## config.mk

```make
export PLATFORM = sky130hd
export DESIGN_NAME = div_unit
export DESIGN_NICKNAME = d
export VERILOG_FILES = /design/src/rtl/div_unit.sv
export SDC_FILE = /design/constraint.sdc
export NUM_CORES = 1
export LEC_CHECK = 0
export ABC_AREA = 1
export BUFFER_PORTS_ARGS = -buffer_cell sky130_fd_sc_hd__buf_2
export CAP_MARGIN = 20
export CORE_AREA = 4 4 202 125
export CTS_CLUSTER_DIAMETER = 100
export DETAILED_ROUTE_END_ITERATION = 7
export DIE_AREA = 0 0 206 129
export PLACE_DENSITY = 0.8
export SLEW_MARGIN = 20
export SYNTH_ARGS = -nofsm -noshare
export SYNTH_HDL_FRONTEND = slang
export SYNTH_SLANG_ARGS = --single-unit
export TNS_END_PERCENT = 5
```

## constraint.sdc

```tcl
create_clock -name clk -period 2.48 [get_ports clk]
set_clock_uncertainty 0.05 [all_clocks]
set_input_delay 0.248 -clock clk [delete_from_list [all_inputs] [get_ports clk]]
set_output_delay 0.248 -clock clk [all_outputs]
set_load 0.1 [all_outputs]
```

## src/rtl/div_unit.sv

```systemverilog
// 32-cycle restoring divider (DIV/DIVU) producing quotient on lo and remainder on hi.
// Define DIV_UNSIGNED_EN to add the unsigned_op input for unsigned division.
module div_unit #(
   parameter int DATA_W = 32
) (
   input  logic              clk,
   input  logic              reset,
   input  logic              start,
   input  logic [DATA_W-1:0] dividend,
   input  logic [DATA_W-1:0] divisor,
`ifdef DIV_UNSIGNED_EN
   input  logic              unsigned_op,
`endif
   output logic              busy,
   output logic              done,
   output logic              div_zero,
   output logic [DATA_W-1:0] hi,
   output logic [DATA_W-1:0] lo
);

   localparam logic [2:0] IDLE = 3'd0;
   localparam logic [2:0] PREP = 3'd1;
   localparam logic [2:0] RUN  = 3'd2;
   localparam logic [2:0] FIX  = 3'd3;
   localparam logic [2:0] DONE = 3'd4;

   localparam logic [5:0] LAST_STEP = 6'(DATA_W - 1);

   logic [2:0]               state;
   logic [5:0]               count;
   logic                     neg_q;
   logic                     neg_r;
   logic [DATA_W-1:0]        dvd_abs;
   logic [DATA_W-1:0]        dvs_abs;
   logic [DATA_W-1:0]        rem;
   logic [DATA_W-1:0]        quo;
   logic [DATA_W:0]          shifted;
   logic [DATA_W:0]          diff;
   logic                     fits;
   logic                     uns_req;
   logic signed [DATA_W-1:0] dvd_s;
   logic signed [DATA_W-1:0] dvs_s;

   function automatic logic [DATA_W-1:0] apply_sign(input logic [DATA_W-1:0] v,
                                                    input logic neg);
      return neg ? (~v + 1'b1) : v;
   endfunction

   function automatic logic [DATA_W-1:0] magnitude(input logic signed [DATA_W-1:0] v);
      return apply_sign(v, v[DATA_W-1]);
   endfunction

`ifdef DIV_UNSIGNED_EN
   assign uns_req = unsigned_op;
`else
   assign uns_req = 1'b0;
`endif

   assign dvd_s = dividend;
   assign dvs_s = divisor;

   // One restoring step: a set carry-out of the shift means the partial
   // remainder already exceeds any 32-bit divisor, so the subtract always fits.
   always_comb begin
      shifted = {rem, quo[DATA_W-1]};
      diff    = shifted - {1'b0, dvs_abs};
      fits    = shifted[DATA_W] | ~diff[DATA_W];
   end

   always_ff @(posedge clk) begin
      if (!reset) begin
         state    <= IDLE;
         count    <= '0;
         neg_q    <= 1'b0;
         neg_r    <= 1'b0;
         dvd_abs  <= '0;
         dvs_abs  <= '0;
         rem      <= '0;
         quo      <= '0;
         busy     <= 1'b0;
         done     <= 1'b0;
         div_zero <= 1'b0;
         hi       <= '0;
         lo       <= '0;
      end else begin
         done     <= 1'b0;
         div_zero <= 1'b0;
         case (state)
            IDLE: begin
               if (start) begin
                  neg_q   <= ~uns_req & (dvd_s[DATA_W-1] ^ dvs_s[DATA_W-1]);
                  neg_r   <= ~uns_req & dvd_s[DATA_W-1];
                  dvd_abs <= uns_req ? dividend : magnitude(dvd_s);
                  dvs_abs <= uns_req ? divisor  : magnitude(dvs_s);
                  busy    <= 1'b1;
                  if (divisor == '0) begin
                     state    <= DONE;
                     done     <= 1'b1;
                     div_zero <= 1'b1;
                  end else begin
                     state <= PREP;
                  end
               end
            end
            PREP: begin
               rem   <= '0;
               quo   <= dvd_abs;
               count <= '0;
               state <= RUN;
            end
            RUN: begin
               if (fits) begin
                  rem <= diff[DATA_W-1:0];
                  quo <= {quo[DATA_W-2:0], 1'b1};
               end else begin
                  rem <= shifted[DATA_W-1:0];
                  quo <= {quo[DATA_W-2:0], 1'b0};
               end
               count <= count + 6'd1;
               if (count == LAST_STEP) state <= FIX;
            end
            FIX: begin
               lo    <= apply_sign(quo, neg_q);
               hi    <= apply_sign(rem, neg_r);
               done  <= 1'b1;
               state <= DONE;
            end
            DONE: begin
               state <= IDLE;
               busy  <= 1'b0;
            end
            default: begin
               state <= IDLE;
               busy  <= 1'b0;
            end
         endcase
      end
   end

endmodule
```

==> results of run 1 <==
state kept, by name, summed over array words and instances (netlist names):
signal	count
rem	32
done	1
lo	32
div_zero	1
count	6
neg_q	1
quo	32
hi	32
dvd_abs	32
state	3
busy	1
dvs_abs	32
neg_r	1
stage by stage:
stage               util, %  cells
floorplan                 -   2242
global placement       64.6   2648
detailed placement     64.6   2648
CTS                    67.8   2684
global route           68.2   2686
finish                 68.2   2686
metal layers:
| metal | wire length (um) | track usage (%) |
|---|---|---|
| met2 | 17000 | 42.4 |
| met3 | 7770 | 14.5 |
| met1 | 23400 | 58.3 |
| met5 | 0 | 0 |
| met4 | 654 | 5.20 |
critical path, delay by kind of cell, from the launching register on:
kind | cells | cell delay (ns)
buffers and inverters | 2 | 0.31
AOI/OAI and AO/OA | 2 | 0.30
DFF | 1 | 0.36
and+or+nand+nor | 7 | 1.35
kinds of logic (layout without fill, tap and decap cells):
group	Yosys count	count (layout)	synth area share, %
AOI/OAI and AO/OA	430	430	17.5
buffers and inverters	442	571	12.3
xor gates and xnor gates	77	77	4.87
and+or+nand+nor	1049	1049	32.1
adders and majority gates	38	38	3.49
DFF	206	206	29.8
final timing paths:
| path | end | slack (ns) | depth (start not counted) | from |
|---|---|---|---|---|
| min reg2reg | dvd_abs[2]$_SDFFE_PN0P_ | 0.42 | 2 | dvd_abs[2]$_SDFFE_PN0P_ |
| min | dvd_abs[2]$_SDFFE_PN0P_ | 0.03 | 4 | dividend[2] |
| max reg2reg | lo[23]$_SDFFE_PN0P_ | 0.07 | 11 | quo[0]$_SDFFE_PN0P_ |
| max | lo[23]$_SDFFE_PN0P_ | 0.07 | 11 | quo[0]$_SDFFE_PN0P_ |
cell type report:
cell class                 count  area (um^2)  share of cell area [%]
sequential                   206         4130                    26.2
tap                          315          394                    2.50
clock buffer                  24          557                    3.53
clock inverter                10          163                    1.03
inverter                     355         1330                    8.45
timing repair buffer         182         1110                    7.02
multi-input combinational   1594         8090                    51.3
repair_timing:
| action | CTS | global route |
|---|---|---|
| pin swaps | 0 | 4 |
| setup endpoints to repair | 15 | 41 |
| hold buffers | 2 | 0 |
| gates resized for setup | 1 | 23 |
| buffers inserted | 0 | 2 |
| endpoints found under the hold margin | 2 | 0 |
where the power goes:
group	internal, mW	switching, mW	total, mW
Sequential	3.70	0.316	4.01
Combinational	1.19	3.27	4.45
Clock	2.02	1.34	3.36
cell usage after synthesis, types with 2 or more instances:
cell type,n
o41ai_1,2
o21ai_1,5
nor2_4,2
buf_2,11
nor4_1,5
o2111ai_1,2
a31oi_1,11
ha_1,37
xor2_1,57
nand3_1,161
nor3_2,2
dfxtp_1,206
a21oi_2,9
a21oi_1,157
xnor2_1,20
nand2_1,623
buf_6,4
o21bai_1,2
a221oi_1,31
o221ai_1,11
buf_1,12
clkinv_1,3
nor2_8,2
nand4_1,22
clkbuf_1,59
nor2_2,5
inv_2,4
o211ai_1,8
o21ai_0,184
or2_2,7
inv_1,348
nor2_1,160
nor3_1,32
nand3b_1,9
nand2_2,15
o31ai_1,4
==> parameters.txt, run 1 <==
Parameter                              Value

Setup path
  Crit-path most repeated cell    nand2_1
  Arrival time at the worst endpoint    2.81 ns
  Crit-path cells    inv_1, nand3_1, nor3_2, nand3_1, nor2_1, nand2_1, nand2_1, a21oi_1, o21ai_0, nand2_1, inv_1
  Setup Crit Path Kind    reg -> reg
  Setup crit start kind    register
  Worst-path cell with the longest stage delay    dfxtp_1
  Largest fanout on the critical path    4
  Worst Setup End Kind    register
  Data required time at the worst endpoint    ~2.9 ns
  Worst stage delay on the critical path    ~0.36 ns

Clock tree
  Cts bufs inserted    20
  TritonCTS clock tree    built
  Clk_lat worst skew    approximately 0.5 ns
  Worst-path clk slew    around 0.070 ns
  Worst-case clock buffer depth    3
  Deepest level of the CTS H-tree    1
  CTS sink count    between 200 and 250
  Root cell of the clock tree    clkbuf_16

Synthesis
  Yosys synthesis warning count    0
  Post-synthesis async set-or-reset flop share    0%
  Post-synthesis net count    about 2300
  Number of flops mapped to enable cells by yosys    0
  Top cell type's share of synthesized area    roughly 30%
  Number of distinct library cell variants in the gate-level netlist after synthesis    46
  Post-synthesis cell count    2242
  Cell area after technology mapping    roughly 14000 um^2
  Leading cell types by total area after synthesis    dfxtp_1 (30%), nand2_1 (17%), inv_1 (9.4%)
  Syn Area/Cell    between 6 and 7 um^2
  Sequential share of the synthesized area    between 20% and 30%
  Flip-flop cell with the highest count after synthesis    dfxtp_1
  Number of flip-flops and latches in the synthesized netlist    between 200 and 250
  Largest area contributor in the netlist    dfxtp_1

STA
  Min Clock Period, post-route    between 2 and 2.5 ns
  Share of the cycle needed by the critical path after routing    between 90% and 100%
  Pin slew with the least headroom to its limit    between 0.6 and 0.7 ns
  Hold_ws    roughly 0.029 ns
  Maximum frequency from static timing analysis    about 410 MHz
  Final setup viols    0
  Max-slew violation count    0
  Min setup slack post-route    about 0.07 ns
  Worst max-slew margin expressed relative to the limit    a little over half
  Setup total negative slack    0 ns
  Final hold violation count    0

Global route
  GRT Residual Overflow    0
  Global-route wire length before repair    between 70000 and 80000 um
  Global routing usage summed across all routing layers    a little over a third
  Pin count of the biggest net entering global routing    between 80 and 90
  Antenna violations before repair    0
  Via count of the first global-routing pass    around 13000

Placed design
  Count of buffers inserted at the top-level ports    between 100 and 150
  Setup slack at placement    ~0.00042 ns
  Detailed-placement wirelength estimate    37800 um
  Final weighted congestion in routability-driven placement    approximately 1.0
  Post-placement cell area    about 15000 um^2

Cells and area
  Filler cell count    ~2100
  Number of nets in the layout    2464
  Most frequent cells in the layout    nand2_1 (621), inv_1 (344), dfxtp_1 (204), o21ai_0 (184), nand3_1 (161)
  Synth-to-Final Area Change    13.8%
  Leading cell type in the layout, fill and taps excluded    nand2_1
  Layout cell share with drive strength beyond 1    12.1%
  Antenna Diode Count    0
  Post-layout instance area    15800 um^2

Die
  Chip Height    129 um
  Die area    ~27000 um^2
  Top-level port count    approximately 130
  Initial core utilization    between 50 and 60%
  Core Footprint    23100 um^2
  Chip width    about 200 um
  Std-Cell Rows    43

Route
  Number of vias per cell after detailed routing    ~5.7
  Post-route ant nets    0
  1st-pass router iterations    6
  Vias    15300
  1st-iter DRT viols    about 2000
  Routed Wire Length    48800 um
  Drt drc    0
  Wirelength per Cell    18.2 um

Flow run
  Max cap viols    0

Power
  Total power    11.8 mW
  Leakage dissipation    8.15 nW
  Worst vdd ir    approximately 0.5 mV
  Pwr per Cell Area    between 700 and 800 nW/um^2

Run status
  Status    finished clean

Min path
  Worst hold-check path type    in -> reg
No activity file was read; power rests on OpenSTA's default activity.
==> run 2, diff against run 1 <==
==> constraint.sdc (replaced) <==
create_clock -name clk -period 2.48 [get_ports clk]
set_clock_uncertainty 0.05 [all_clocks]
set_input_delay 0.124 -clock clk [delete_from_list [all_inputs] [get_ports clk]]
set_output_delay 0.124 -clock clk [all_outputs]
set_load 0.1 [all_outputs]
==> run 2 against run 1 <==
Sequential power is essentially flat. Clock power up 8.6%. Power is 2.9% higher. Critical path type unchanged. Critical endpoint is now rem[16]$_SDFFE_PN0P_. Largest cell class unchanged. Highest routed layer unchanged.
==> parameters.txt, run 2 (synthesized netlist as in run 1, its figures left out) <==
Parameter                              Value

Placed design
  Final weighted congestion in routability-driven placement    1.01 (was 1.02)
  Count of buffers inserted at the top-level ports    133 (unchanged)
  Detailed-placement wirelength estimate    38300 um (was 37800 um)

Route
  Vias    15900 (was 15300)
  1st-pass router iterations    6 (unchanged)
  1st-iter DRT viols    2443 (was 2044)
  Wirelength per Cell    18.7 um (was 18.2 um)
  Drt drc    0 (unchanged)
  Number of vias per cell after detailed routing    5.79 (was 5.71)
  Routed Wire Length    51100 um (was 48800 um)
  Post-route ant nets    0 (unchanged)

STA
  Max-slew violation count    0 (unchanged)
  Maximum frequency from static timing analysis    424 MHz (was 415 MHz)
  RSZ-0062 raised after global routing    true
  Worst max-slew margin expressed relative to the limit    50.5% (was 53.8%)
  Final setup viols    0 (unchanged)
  Final hold violation count    0 (unchanged)
  Setup total negative slack    0 ns (unchanged)
  Share of the cycle needed by the critical path after routing    95.2% (was 97.2%)
  Min Clock Period, post-route    2.36 ns (was 2.41 ns)
  Pin slew with the least headroom to its limit    0.735 ns (was 0.688 ns)

Global route
  Via count of the first global-routing pass    14100 (was 13300)
  Met1 track utilization from global routing    60.0% (was 58.3%)
  Highest-utilization routing layer at the global route stage    met1 (unchanged)
  Global-route wire length before repair    78900 um (was 74700 um)
  Antenna violations before repair    0 (unchanged)
  GRT Residual Overflow    0 (unchanged)
  Met2 routing resource usage after global routing    48.1% (was 42.4%)
  Met3 track demand over resource    13.5% (was 14.5%)
  Global routing usage summed across all routing layers    37.6% (was 35.6%)
  Pin count of the biggest net entering global routing    82 (unchanged)

Die
  Initial core utilization    59.9% (unchanged)
  Chip Height    129 um (unchanged)
  Chip width    206 um (unchanged)
  Std-Cell Rows    43 (unchanged)
  Top-level port count    134 (unchanged)
  Die area    26600 um^2 (unchanged)
  Core Footprint    23100 um^2 (unchanged)

Clock tree
  Clk_lat worst skew    0.52 ns (was 0.50 ns)
  TritonCTS clock tree    built (unchanged)
  Worst-case clock buffer depth    3 (unchanged)
  Root cell of the clock tree    clkbuf_16 (unchanged)
  Cts bufs inserted    21 (was 20)
  Deepest level of the CTS H-tree    1 (unchanged)
  CTS sink count    206 (unchanged)
  Worst-path clk slew    0.07 ns (about the same)

Flow run
  Max cap viols    0 (unchanged)

Setup path
  Largest fanout on the critical path    17 (was 4)
  Setup crit start kind    register (unchanged)
  Depth of the worst register-to-register path    13 (was 11)
  Worst Setup End Kind    register (unchanged)
  Origin of the critical flop-to-flop path    dvs_abs[13]$_SDFFE_PN0P_ (was quo[0]$_SDFFE_PN0P_)
  Setup Crit Path Kind    reg -> reg (unchanged)
  Arrival time at the worst endpoint    2.69 ns (was 2.81 ns)
  FF-to-FF setup slack    0.12 ns (was 0.07 ns)
  Data required time at the worst endpoint    2.81 ns (was 2.88 ns)
  Startpoint of the worst setup timing path    dvs_abs[13]$_SDFFE_PN0P_ (was quo[0]$_SDFFE_PN0P_)

Cells and area
  Synth-to-Final Area Change    17.9% (was 13.8%)
  Filler cell count    2038 (was 2109)
  Number of nets in the layout    2517 (was 2464)
  Most frequent cells in the layout    nand2_1 (619), inv_1 (345), dfxtp_1 (202), o21ai_0 (184), nand3_1 (161) (was nand2_1 (621), inv_1 (344), dfxtp_1 (204), o21ai_0 (184), nand3_1 (161))
  Antenna Diode Count    0 (unchanged)
  Layout cell share with drive strength beyond 1    11.7% (was 12.1%)
  Leading cell type in the layout, fill and taps excluded    nand2_1 (unchanged)

Power
  Pwr per Cell Area    745 nW/um^2 (was 750 nW/um^2)
  Total power    12.2 mW (was 11.8 mW)
  Leakage dissipation    8.39 nW (was 8.15 nW)
  Worst vdd ir    0.597 mV (was 0.508 mV)

Min path
  Number of cells traversed by the worst hold path    4 (unchanged)
  Worst hold-check path type    in -> reg (unchanged)
  Worst min-delay path startpoint    dividend[17] (was dividend[2])

Run status
  Status    finished clean (unchanged)
==> run 2: changes by cell type in the layout (fill, tap and decap cells not counted), moves of 3 or more <==
cell / delta
dlygate4sd3_1: +55
nor2_2: -4
nor2_1: +4
buf_4: -3
==> run 2: final cells by class <==
type | count | area (um^2) | share of cell area, %
inverters | 355 | 1330 | 8.16
well taps | 315 | 394 | 2.41
flip-flops and latches | 206 | 4130 | 25.3
multi-input cells | 1594 | 8080 | 49.5
repair buffers | 234 | 1630 | 9.96
clock buffers | 24 | 547 | 3.35
clock inverters | 12 | 220 | 1.35
==> run 2: critical path, stage by stage (launching register included) <==
cell and delay, ns:
dfxtp_1 0.33, inv_1 0.15, ha_1 0.42, nand2_1 0.11
nand2_1 0.10, nand2_1 0.07, nand2_1 0.11, a21oi_2 0.19
nand2_2 0.10, nand3_4 0.10, buf_4 0.24, nand3_1 0.10
nand3_1 0.10, a21oi_1 0.07
==> run 2: what timing repair did <==
item	4_1_cts	5_1_grt
hold buffers	56	1
setup buffers	0	0
gates resized for setup	0	23
setup endpoints to repair	0	38
hold endpoints to repair	53	1
==> run 2: final timing paths <==
path | endpoint
setup reg to reg | rem[16]$_SDFFE_PN0P_
hold reg to reg | quo[25]$_SDFFE_PN0P_
setup / recovery | rem[16]$_SDFFE_PN0P_
hold / removal | dvd_abs[17]$_SDFFE_PN0P_
==> run 2: per-stage QoR <==
stage	cells	hold WS [ns]	worst slack, ns	utilization [%]	area, um^2
final	2740	0.0425	0.119	70.6	16300
after global routing	2740	0.0351	-0.0171	70.6	16300
after CTS	2739	0.00560	0.000747	70.2	16300
after detailed placement	2647	0.393	0.0223	64.5	14900
after global placement	2647	0.363	-0.00199	64.5	14900
after floorplan	2242	0.212	0.253	-	13900
==> run 2: report_power, final <==
part	switching [mW]	internal, mW
Combinational	3.28	1.23
Clock	1.43	2.22
Sequential	0.319	3.70
==> run 2: routing by layer <==
layer	up-vias	routed length [um]
li1	7547	-
met5	-	0
met4	0	715
met3	61	8360
met1	7161	23500
met2	1099	18500
